==> src/rtl/legv8_multicycle_ctrl_if.sv <==
// rtl/legv8_multicycle_ctrl_if.sv - opcode/status inputs and datapath control points of the LEGv8 multicycle control unit
interface legv8_multicycle_ctrl_if #(
  parameter int OP_W = 11
);
  logic [OP_W-1:0] Op;
  logic            ZeroFlag;
  logic            MemReady;
  logic            Reg2Loc;
  logic            ALUSrc;
  logic            MemtoReg;
  logic            RegWrite;
  logic            MemRead;
  logic            MemWrite;
  logic            Branch;
  logic [1:0]      ALUOp;
  logic            PCWrite;
  logic            IRWrite;
  logic            InstrDone;
  logic            Exc;
  logic [1:0]      ExcCode;
  logic [3:0]      State;

  modport master (
    input  Op, ZeroFlag, MemReady,
    output Reg2Loc, ALUSrc, MemtoReg, RegWrite, MemRead, MemWrite, Branch,
           ALUOp, PCWrite, IRWrite, InstrDone, Exc, ExcCode, State
  );

  modport slave (
    output Op, ZeroFlag, MemReady,
    input  Reg2Loc, ALUSrc, MemtoReg, RegWrite, MemRead, MemWrite, Branch,
           ALUOp, PCWrite, IRWrite, InstrDone, Exc, ExcCode, State
  );
endinterface

==> src/rtl/legv8_multicycle_ctrl.sv <==
// rtl/legv8_multicycle_ctrl.sv - LEGv8 multicycle control FSM with memory timeout and undefined-opcode trap (optional ADDI/SUBI: LEGV8_MC_IMM_OPS_EN)
module legv8_multicycle_ctrl #(
  parameter int OP_W        = 11,
  parameter int MEM_TIMEOUT = 16,
  parameter int CNT_W       = 5
) (
  input  logic                   clk,
  input  logic                   reset,
  legv8_multicycle_ctrl_if.master bus
);

  typedef enum logic [3:0] {
    S_INIT     = 4'd0,
    S_FETCH    = 4'd1,
    S_DECODE   = 4'd2,
    S_EXEC_R   = 4'd3,
    S_EXEC_I   = 4'd4,
    S_RWB      = 4'd5,
    S_MEMADDR  = 4'd6,
    S_MEMREAD  = 4'd7,
    S_MEMWB    = 4'd8,
    S_MEMWRITE = 4'd9,
    S_BRANCH   = 4'd10,
    S_ERROR    = 4'd11
  } state_t;

  state_t           state;
  state_t           next_state;
  logic [CNT_W-1:0] wait_cnt;
  logic             is_store;
  logic [1:0]       exc_code;

  // Decode works on the top 11 bits of the opcode field.
  logic [10:0] op11;
  logic        op_ldur;
  logic        op_stur;
  logic        op_cbz;
  logic        op_rtype;
  logic        op_imm;
  logic        timed_out;

  assign op11     = bus.Op[OP_W-1 -: 11];
  assign op_ldur  = (op11 == 11'b11111000010);
  assign op_stur  = (op11 == 11'b11111000000);
  assign op_cbz   = (op11[10:3] == 8'b10110100);
  assign op_rtype = (op11 == 11'b10001011000) || (op11 == 11'b11001011000) ||
                    (op11 == 11'b10001010000) || (op11 == 11'b10101010000);
`ifdef LEGV8_MC_IMM_OPS_EN
  assign op_imm   = (op11[10:1] == 10'b1001000100) || (op11[10:1] == 10'b1101000100);
`else
  assign op_imm   = 1'b0;
`endif

  // A zero MEM_TIMEOUT means the memory wait is unbounded.
  assign timed_out = (MEM_TIMEOUT != 0) && (wait_cnt == CNT_W'(MEM_TIMEOUT));

  // State register.
  always_ff @(posedge clk or posedge reset) begin
    if (reset) begin
      state <= S_INIT;
    end else begin
      state <= next_state;
    end
  end

  // Side registers: load/store flag from DECODE, memory wait counter, latched trap cause.
  always_ff @(posedge clk or posedge reset) begin
    if (reset) begin
      wait_cnt <= '0;
      is_store <= 1'b0;
      exc_code <= 2'b00;
    end else begin
      if (state == S_DECODE) begin
        is_store <= op_stur;
      end
      if (state == S_MEMADDR) begin
        wait_cnt <= '0;
      end else if ((state == S_MEMREAD || state == S_MEMWRITE) && !bus.MemReady) begin
        wait_cnt <= wait_cnt + CNT_W'(1);
      end
      if (state != S_ERROR && next_state == S_ERROR) begin
        exc_code <= (state == S_DECODE) ? 2'b01 : 2'b10;
      end
    end
  end

  // Next-state selection; MemReady beats the timeout in the same cycle.
  always_comb begin
    next_state = state;
    case (state)
      S_INIT:   next_state = S_FETCH;
      S_FETCH:  next_state = S_DECODE;
      S_DECODE: begin
        if (op_ldur || op_stur)  next_state = S_MEMADDR;
        else if (op_cbz)         next_state = S_BRANCH;
        else if (op_rtype)       next_state = S_EXEC_R;
        else if (op_imm)         next_state = S_EXEC_I;
        else                     next_state = S_ERROR;
      end
      S_EXEC_R: next_state = S_RWB;
`ifdef LEGV8_MC_IMM_OPS_EN
      S_EXEC_I: next_state = S_RWB;
`endif
      S_RWB:     next_state = S_FETCH;
      S_MEMADDR: next_state = is_store ? S_MEMWRITE : S_MEMREAD;
      S_MEMREAD: begin
        if (bus.MemReady)   next_state = S_MEMWB;
        else if (timed_out) next_state = S_ERROR;
        else                next_state = S_MEMREAD;
      end
      S_MEMWB: next_state = S_FETCH;
      S_MEMWRITE: begin
        if (bus.MemReady)   next_state = S_FETCH;
        else if (timed_out) next_state = S_ERROR;
        else                next_state = S_MEMWRITE;
      end
      S_BRANCH: next_state = S_FETCH;
      S_ERROR:  next_state = S_ERROR;
      default:  next_state = S_INIT;
    endcase
  end

  logic       reg2loc;
  logic       alu_src;
  logic       mem_to_reg;
  logic       reg_write;
  logic       mem_read;
  logic       mem_write;
  logic       branch;
  logic [1:0] alu_op;
  logic       pc_write;
  logic       ir_write;
  logic       instr_done;
  logic       exc;
  logic [1:0] exc_code_out;

  // Control points from the state register; BRANCH's Branch/PCWrite follow ZeroFlag,
  // and a store completes in the MEMWRITE cycle that sees MemReady.
  always_comb begin
    reg2loc      = 1'b0;
    alu_src      = 1'b0;
    mem_to_reg   = 1'b0;
    reg_write    = 1'b0;
    mem_read     = 1'b0;
    mem_write    = 1'b0;
    branch       = 1'b0;
    alu_op       = 2'b00;
    pc_write     = 1'b0;
    ir_write     = 1'b0;
    instr_done   = 1'b0;
    exc          = 1'b0;
    exc_code_out = 2'b00;
    case (state)
      S_FETCH: begin
        ir_write = 1'b1;
        pc_write = 1'b1;
      end
      S_EXEC_R: alu_op = 2'b10;
`ifdef LEGV8_MC_IMM_OPS_EN
      S_EXEC_I: begin
        alu_src = 1'b1;
        alu_op  = 2'b10;
      end
`endif
      S_RWB: begin
        reg_write  = 1'b1;
        instr_done = 1'b1;
      end
      S_MEMADDR: begin
        alu_src = 1'b1;
        reg2loc = is_store;
      end
      S_MEMREAD: begin
        mem_read = 1'b1;
        alu_src  = 1'b1;
      end
      S_MEMWB: begin
        mem_to_reg = 1'b1;
        reg_write  = 1'b1;
        instr_done = 1'b1;
      end
      S_MEMWRITE: begin
        mem_write  = 1'b1;
        reg2loc    = 1'b1;
        alu_src    = 1'b1;
        instr_done = bus.MemReady;
      end
      S_BRANCH: begin
        reg2loc    = 1'b1;
        alu_op     = 2'b01;
        instr_done = 1'b1;
        branch     = bus.ZeroFlag;
        pc_write   = bus.ZeroFlag;
      end
      S_ERROR: begin
        exc          = 1'b1;
        exc_code_out = exc_code;
      end
      default: ;
    endcase
  end

  assign bus.Reg2Loc   = reg2loc;
  assign bus.ALUSrc    = alu_src;
  assign bus.MemtoReg  = mem_to_reg;
  assign bus.RegWrite  = reg_write;
  assign bus.MemRead   = mem_read;
  assign bus.MemWrite  = mem_write;
  assign bus.Branch    = branch;
  assign bus.ALUOp     = alu_op;
  assign bus.PCWrite   = pc_write;
  assign bus.IRWrite   = ir_write;
  assign bus.InstrDone = instr_done;
  assign bus.Exc       = exc;
  assign bus.ExcCode   = exc_code_out;
  assign bus.State     = state;

endmodule

==> src/flat_wrapper.sv <==
// flat-port wrapper written by rule: the top's interface ports become plain ports
module legv8_multicycle_ctrl_flat 
#(
  parameter int OP_W        = 11,
  parameter int MEM_TIMEOUT = 16,
  parameter int CNT_W       = 5
)
  (clk, reset, bus_Op, bus_ZeroFlag, bus_MemReady, bus_Reg2Loc, bus_ALUSrc, bus_MemtoReg, bus_RegWrite, bus_MemRead, bus_MemWrite, bus_Branch, bus_ALUOp, bus_PCWrite, bus_IRWrite, bus_InstrDone, bus_Exc, bus_ExcCode, bus_State);
  legv8_multicycle_ctrl_if #(.OP_W(OP_W)) bus_i ();
  input  logic clk;
  input  logic reset;
  input wire logic [$bits(bus_i.Op)-1:0] bus_Op;
  input wire logic [$bits(bus_i.ZeroFlag)-1:0] bus_ZeroFlag;
  input wire logic [$bits(bus_i.MemReady)-1:0] bus_MemReady;
  output wire logic [$bits(bus_i.Reg2Loc)-1:0] bus_Reg2Loc;
  output wire logic [$bits(bus_i.ALUSrc)-1:0] bus_ALUSrc;
  output wire logic [$bits(bus_i.MemtoReg)-1:0] bus_MemtoReg;
  output wire logic [$bits(bus_i.RegWrite)-1:0] bus_RegWrite;
  output wire logic [$bits(bus_i.MemRead)-1:0] bus_MemRead;
  output wire logic [$bits(bus_i.MemWrite)-1:0] bus_MemWrite;
  output wire logic [$bits(bus_i.Branch)-1:0] bus_Branch;
  output wire logic [$bits(bus_i.ALUOp)-1:0] bus_ALUOp;
  output wire logic [$bits(bus_i.PCWrite)-1:0] bus_PCWrite;
  output wire logic [$bits(bus_i.IRWrite)-1:0] bus_IRWrite;
  output wire logic [$bits(bus_i.InstrDone)-1:0] bus_InstrDone;
  output wire logic [$bits(bus_i.Exc)-1:0] bus_Exc;
  output wire logic [$bits(bus_i.ExcCode)-1:0] bus_ExcCode;
  output wire logic [$bits(bus_i.State)-1:0] bus_State;
  assign bus_i.Op = bus_Op;
  assign bus_i.ZeroFlag = bus_ZeroFlag;
  assign bus_i.MemReady = bus_MemReady;
  assign bus_Reg2Loc = bus_i.Reg2Loc;
  assign bus_ALUSrc = bus_i.ALUSrc;
  assign bus_MemtoReg = bus_i.MemtoReg;
  assign bus_RegWrite = bus_i.RegWrite;
  assign bus_MemRead = bus_i.MemRead;
  assign bus_MemWrite = bus_i.MemWrite;
  assign bus_Branch = bus_i.Branch;
  assign bus_ALUOp = bus_i.ALUOp;
  assign bus_PCWrite = bus_i.PCWrite;
  assign bus_IRWrite = bus_i.IRWrite;
  assign bus_InstrDone = bus_i.InstrDone;
  assign bus_Exc = bus_i.Exc;
  assign bus_ExcCode = bus_i.ExcCode;
  assign bus_State = bus_i.State;
  legv8_multicycle_ctrl #(.OP_W(OP_W), .MEM_TIMEOUT(MEM_TIMEOUT), .CNT_W(CNT_W)) u_core (.clk(clk), .reset(reset), .bus(bus_i));
endmodule
==> config.mk <==
export PLATFORM = sky130hd
export DESIGN_NAME = legv8_multicycle_ctrl_flat
export DESIGN_NICKNAME = d
export VERILOG_FILES = /design/src/rtl/legv8_multicycle_ctrl_if.sv /design/src/rtl/legv8_multicycle_ctrl.sv /design/src/flat_wrapper.sv
export SDC_FILE = /design/constraint.sdc
export NUM_CORES = 1
export LEC_CHECK = 0
export ABC_CLOCK_PERIOD_IN_PS = 2900
export BUFFER_PORTS_ARGS = -buffer_cell sky130_fd_sc_hd__buf_2
export CAP_MARGIN = 20
export CORE_ASPECT_RATIO = 0.7
export CORE_UTILIZATION = 48
export DETAILED_ROUTE_END_ITERATION = 8
export PLACE_DENSITY = 0.78
export SETUP_SLACK_MARGIN = 0.5
export SYNTH_ARGS = -nofsm -noshare
export SYNTH_HDL_FRONTEND = slang
export SYNTH_SLANG_ARGS = --single-unit
==> constraint.sdc <==
create_clock -name clk -period 2.9 [get_ports clk]
set_clock_uncertainty 0.2 [all_clocks]
set_input_delay 0.58 -clock clk [delete_from_list [all_inputs] [get_ports clk]]
set_output_delay 0.58 -clock clk [all_outputs]
set_load 0.01 [all_outputs]
# Word level (Yosys, flattened, before mapping)
# Cells that the tools add are included.
[classes]
addsub = 1
mul = 0
n_div = 0
magnitude_cmp = 0
n_eq_ne = 20
shift = 0
n_mux = 25
bitwise_logic = 0
reduce_logical = 15
[op_table]
columns = ["cell", "count"]
rows = [
  ["equality test 11 bit (second input constant)", 6],
  ["case mux 4 bit (8 select lines)", 1],
  ["2-to-1 mux 4 bit", 7],
  ["equality test 4 bit (second input constant)", 5],
  ["equality test 4 x 3 -> 1 bit (second input constant)", 3],
  ["2-to-1 mux 5 bit", 2],
  ["equality test 4 x 2 -> 1 bit (second input constant)", 2],
  ["equality test 8 bit (second input constant)", 1],
  ["2-to-1 mux 1 bit", 8],
  ["2-to-1 mux 2 bit", 3],
  ["case mux 1 bit (2 select lines)", 3],
  ["OR reduction 3 bit", 2],
  ["adder 5 x 1 -> 5 bit (second input constant)", 1],
  ["equality test 5 bit (second input constant)", 1],
  ["logical OR 1 bit", 5],
  ["equality test 4 x 1 -> 1 bit (second input constant)", 1],
  ["zero test 4 bit", 1],
  ["inequality test 4 bit (second input constant)", 1],
  ["case mux 2 bit (2 select lines)", 1],
  ["OR reduction 2 bit", 2],
  ["OR reduction 4 bit", 1],
  ["logical AND 1 bit", 2],
  ["nonzero test 2 bit", 1],
  ["zero test 1 bit", 1],
]
[word_totals]
register_bits = 12
latch_bits = 0
mem_bits_rw = 0
romBits = 0
in_bits = 15
elab_cells = 65
mem_count = 0

# Longest topological paths before layout
[depth]
depth_word = 10
depth_mapped = 8
mapped_depth_nobuf = 8

# Least setup slack after synthesis
# Ideal clock, no wire load.
[synth_path]
path_kind = "register to register"
start = "register u_core.state[2] (netlist: u_core.bus.State[2])"
end = "register u_core.exc_code[1]"
setup_time_ps = 128
arrival_ps = 1902
t_required_ps = 2572
slack_ps = 671
path_stages_with_launch = 7
path_buffers = 0
synth_period_minus_slack_ps = 2229
cell_sequence = "dfrtp_1 > or3b_4 > a21oi_4 > a21bo_1 > o211ai_1 > and4bb_2 > mux2_1"
[synth_between]
elab_chain_cells = 5
[synth_rtl]
columns = ["element", "line_no", "text"]
rows = [
  ["from (decl)", "legv8_multicycle_ctrl.sv:27", "state_t state;"],
  ["from (signal assigned)", "legv8_multicycle_ctrl.sv:62", "state <= next_state;"],
  ["equality test 4 x 3 -> 1 bit (tied with other cells)", "legv8_multicycle_ctrl.sv:90", "case (state)"],
  ["OR reduction 4 bit (no source line)", "n/a", ""],
  ["case mux 4 bit (8 select lines) (*)", "legv8_multicycle_ctrl.sv:90", ""],
  ["via u_core.next_state[1]", "legv8_multicycle_ctrl.sv:28", "state_t next_state;"],
  ["equality test 4 bit (*)", "legv8_multicycle_ctrl.sv:81", "if (state != S_ERROR && next_state == S_ERROR) begin"],
  ["logical AND 1 bit (*)", "legv8_multicycle_ctrl.sv:81", ""],
  ["to (signal assigned)", "legv8_multicycle_ctrl.sv:82", "exc_code <= (state == S_DECODE) ? 2'b01 : 2'b10;"],
  ["to (decl)", "legv8_multicycle_ctrl.sv:31", "logic [1:0] exc_code;"],
]
# The timed path passes the listed nets; every way through them passes the cells marked *.
# A chain may end at the register's enable or synchronous reset.

# Final worst setup path
[layout_path]
start = "register u_core.state[3] (netlist: u_core.bus.State[3])"
end = "output bus_PCWrite"
[layout_between]
elab_chain_cells = 2
[layout_rtl]
columns = ["element", "line_no", "text"]
rows = [
  ["equality test 4 bit or equality test 4 x 1 -> 1 bit (tied branches)", "legv8_multicycle_ctrl.sv:153", "case (state)"],
  ["case mux 1 bit (2 select lines) (*)", "legv8_multicycle_ctrl.sv:153", ""],
  ["to (decl)", "flat_wrapper.sv:23", "output wire logic [$bits(bus_i.PCWrite)-1:0] bus_PCWrite;"],
]
# Mark *: on every way between the ends. The rest lies on a longest branch, timed or not.

==> impl_metrics.toml <==
[route]
drc = 0
viasPerCell = 5.547
drt_wl_total_mm = 2.311
top_layer = "met3"
first_pass_iters = 4
drt_iter0_drc = 13
routed-via-count = 943
wl_met3_microns = 122
wl_met1_mm = 1.120
routedWlPerCell_microns = 13.59
ant_nets = 0
dr_wl_met2_mm = 1.068

[placement]
gp_congestion = 0.8367
io_buffers = 33
dp_hpwl_mm = 1.742
placed_area_sq_mm = 0.001121

[grt]
grt_remaining_overflow = 0
grt_max_degree = 13
antenna_found_initial = 0
grt_pass1_vias = 818
grt_pass1_wl_mm = 3.705
grt_use_total_pct = 24.75

[synthesis]
synth_edf_count = 0
yosysSeqAreaShare_pct = 32.61
avgSynthCellArea_sq_um = 8.770
synth_common_cells = "12 x dfrtp_1, 12 x nor2_1, 8 x o21ai_0"
synth_area_leaders = "dfrtp_1 33%, nor2_1 4.9%, nand2b_1 4.8%, o21ai_0 4.3%, xor2_1 3.8%"
synth_top_area_cell = "dfrtp_1"
netlist_instances = 105
netlist_area_sq_um = 920.9
ys_ff_latch = 12
syn_nets = 122
ys.flop_type = "dfrtp_1"
synth_top_area_share_pct = 32.61
synth.distinct_cells = 41
synthArstFlopShare_pct = 100.0
yosys_warnings = 0

[cells_and_area]
nets = 167
drive_above_1_share_pct = 41.61
num-fill-cells = 130
areaGrowthSynthToFinish_pct = 34.78
num_antenna_cells = 0
final_area_sq_mm = 0.001241

[sta]
slew_viol_final = 0
max_freq_mhz = 427.1
fin_crit_sh_pct = 80.74
rsz0062_at_grt = "false"
finalHoldViolations = 0
setup_viol = 0
max-slew-margin-rel_pct = 70.11
setup_tns_ps = 0
period_needed_ps = 2341
tightest_slew_ps = 447.9

[critical_path]
path_max_fanout = 9
cpMaxStageDelayCell = "dfrtp_2"
criticalPathCategory = "register to primary output"
critical_path.max_stage_delay_ps = 430
crit_path_end_kind = "primary output"
cp-start-kind = "register"
cp_cell_sequence = "buf_6 -> nand2b_4 -> nor2_1 -> and2_1 -> or2_2 -> buf_2"
reg2reg_depth = 7
cp_data_required_time_ps = 2120
cp.arrival_ps = 1560

[status]
status = "finished, final reports clean"

[floorplan]
core_sq_mm = 0.001682
num_rows = 12
initial_core_util_pct = 54.76
chipHeight_microns = 38.65
top_level_ports = 34
die_x_microns = 54.35
fp.dieArea_sq_mm = 0.002100

[cts]
cts_made_buffers = 3
htreeDepth = 1
clk_path_buf_depth = 2
postCtsHoldBufs = 0
numClockSinks = 12
clk_root_buffer_cell = "clkbuf_4"
cts_tree = "done"
clkLatencyLatePin_ps = 260
clk_pin_slew_ps = 70

[hold_path]
hold_class = "input port to asynchronous set/reset pin"

[pwr]
ir_drop_v = 0.0005952
pwr-share-comb_pct = 60.5
powerDensity_mw_per_mm2 = 869.0
seqPwrFrac_pct = 27.5
p_int_uw = 611.1
clkPwrFrac_pct = 12.0
p_sw_share_pct = 43.35
power.switching_uw = 467.5
leakagePower_nw = 0.6240

[job]
cap_violations = 0
==> placed cells by master (no fill, tap or decap), drive strengths merged, types with 2 or more instances in the layout <==
master   instances
dfrtp           12
o21ai            8
a21oi            2
clkbuf           4
and3             2
o2111ai          3
nor3             3
and4b            2
and2             4
nand2            6
a22oi            2
inv              6
ha               2
nor4b            2
buf             44
mux2             2
nor2            12
nand3            2
mux2i            2
xor2             4
nand2b           7
and4bb           2
nand4            3
==> final cells by class <==
class                      instances  area [sq um]  share of cell area [%]
sequential                        12         305.3                   24.60
tap                               21         26.28                   2.117
clock buffer                       4         36.28                   2.923
inverter                           6         22.52                   1.815
multi-input combinational         83         599.3                   48.29
timing repair buffer              44         251.5                   20.26
==> critical path, delay by kind of cell (launching register included) <==
| kind | cells | cell delay [ps] |
|---|---|---|
| buffers and inverters | 2 | 290 |
| flip-flops | 1 | 430 |
| AND/OR/NAND/NOR | 4 | 570 |
==> stage by stage <==
| step | std cells | hold WS (ps) | util (%) | setup WS (ps) | power, mW |
|---|---|---|---|---|---|
| 2_1_floorplan | 105 | 244.7 | - | 670.9 | 0.6753 |
| 5_1_grt | 170 | 133.2 | 73.81 | 504.4 | 1.170 |
| 6_report | 170 | 104.3 | 73.81 | 558.6 | 1.079 |
| 3_5_place_dp | 159 | 272.0 | 66.67 | 432.6 | 0.8663 |
| 4_1_cts | 164 | 112.5 | 70.24 | 511.0 | 1.019 |
| 3_3_place_gp | 159 | 268.4 | 66.67 | 527.7 | 0.8543 |
==> cells by family after synthesis <==
group,after synthesis,share of synthesized area [%]
buf+inv,10,4.755
simple gates,51,34.10
xor+xnor,5,4.755
mux,4,4.619
fa+ha+maj,2,2.717
compound gates,21,16.44
flops,12,32.61
==> power by group through the flow <==
| stage | sequential, mW | combinational, mW | clock [mW] |
|---|---|---|---|
| 2_1_floorplan | 0.286 | 0.390 | 0 |
| 3_3_place_gp | 0.296 | 0.558 | 0 |
| 3_5_place_dp | 0.301 | 0.566 | 0 |
| 4_1_cts | 0.298 | 0.591 | 0.130 |
| 5_1_grt | 0.305 | 0.721 | 0.144 |
| 6_report | 0.297 | 0.653 | 0.129 |
==> sequential cells by signal, indices dropped and copies added (netlist names) <==
name	count
u_core.exc_code	2
u_core.wait_cnt	5
u_core.bus.State	4
u_core.is_store	1
==> per-layer routing <==
| metal | global-route usage (%) | vias up |
|---|---|---|
| li1 | - | 465 |
| met1 | 35.90 | 446 |
| met2 | 39.33 | 32 |
| met3 | 4.706 | 0 |
| met4 | 1.923 | 0 |
| met5 | 0 | - |
==> final timing paths <==
check / slack [ps] / startpoint / endpoint
min in group clk: 290 / u_core.exc_code[1] / u_core.exc_code[1]
hold / removal: 100 / reset / u_core.wait_cnt[3]
setup / recovery: 560 / u_core.bus.State[3] / bus_PCWrite
max in group asynchronous: 2060 / reset / u_core.bus.State[2]
setup reg to reg: 600 / u_core.bus.State[1] / u_core.exc_code[0]
hold reg to reg: 290 / u_core.exc_code[1] / u_core.exc_code[1]
==> what timing repair did <==
item / in CTS / in global routing
pin swaps: 0 / 2
buffers inserted: 1 / 6
endpoints found under the setup margin: 3 / 4
gates resized for setup: 7 / 4
(Power assumes the default switching activity.)
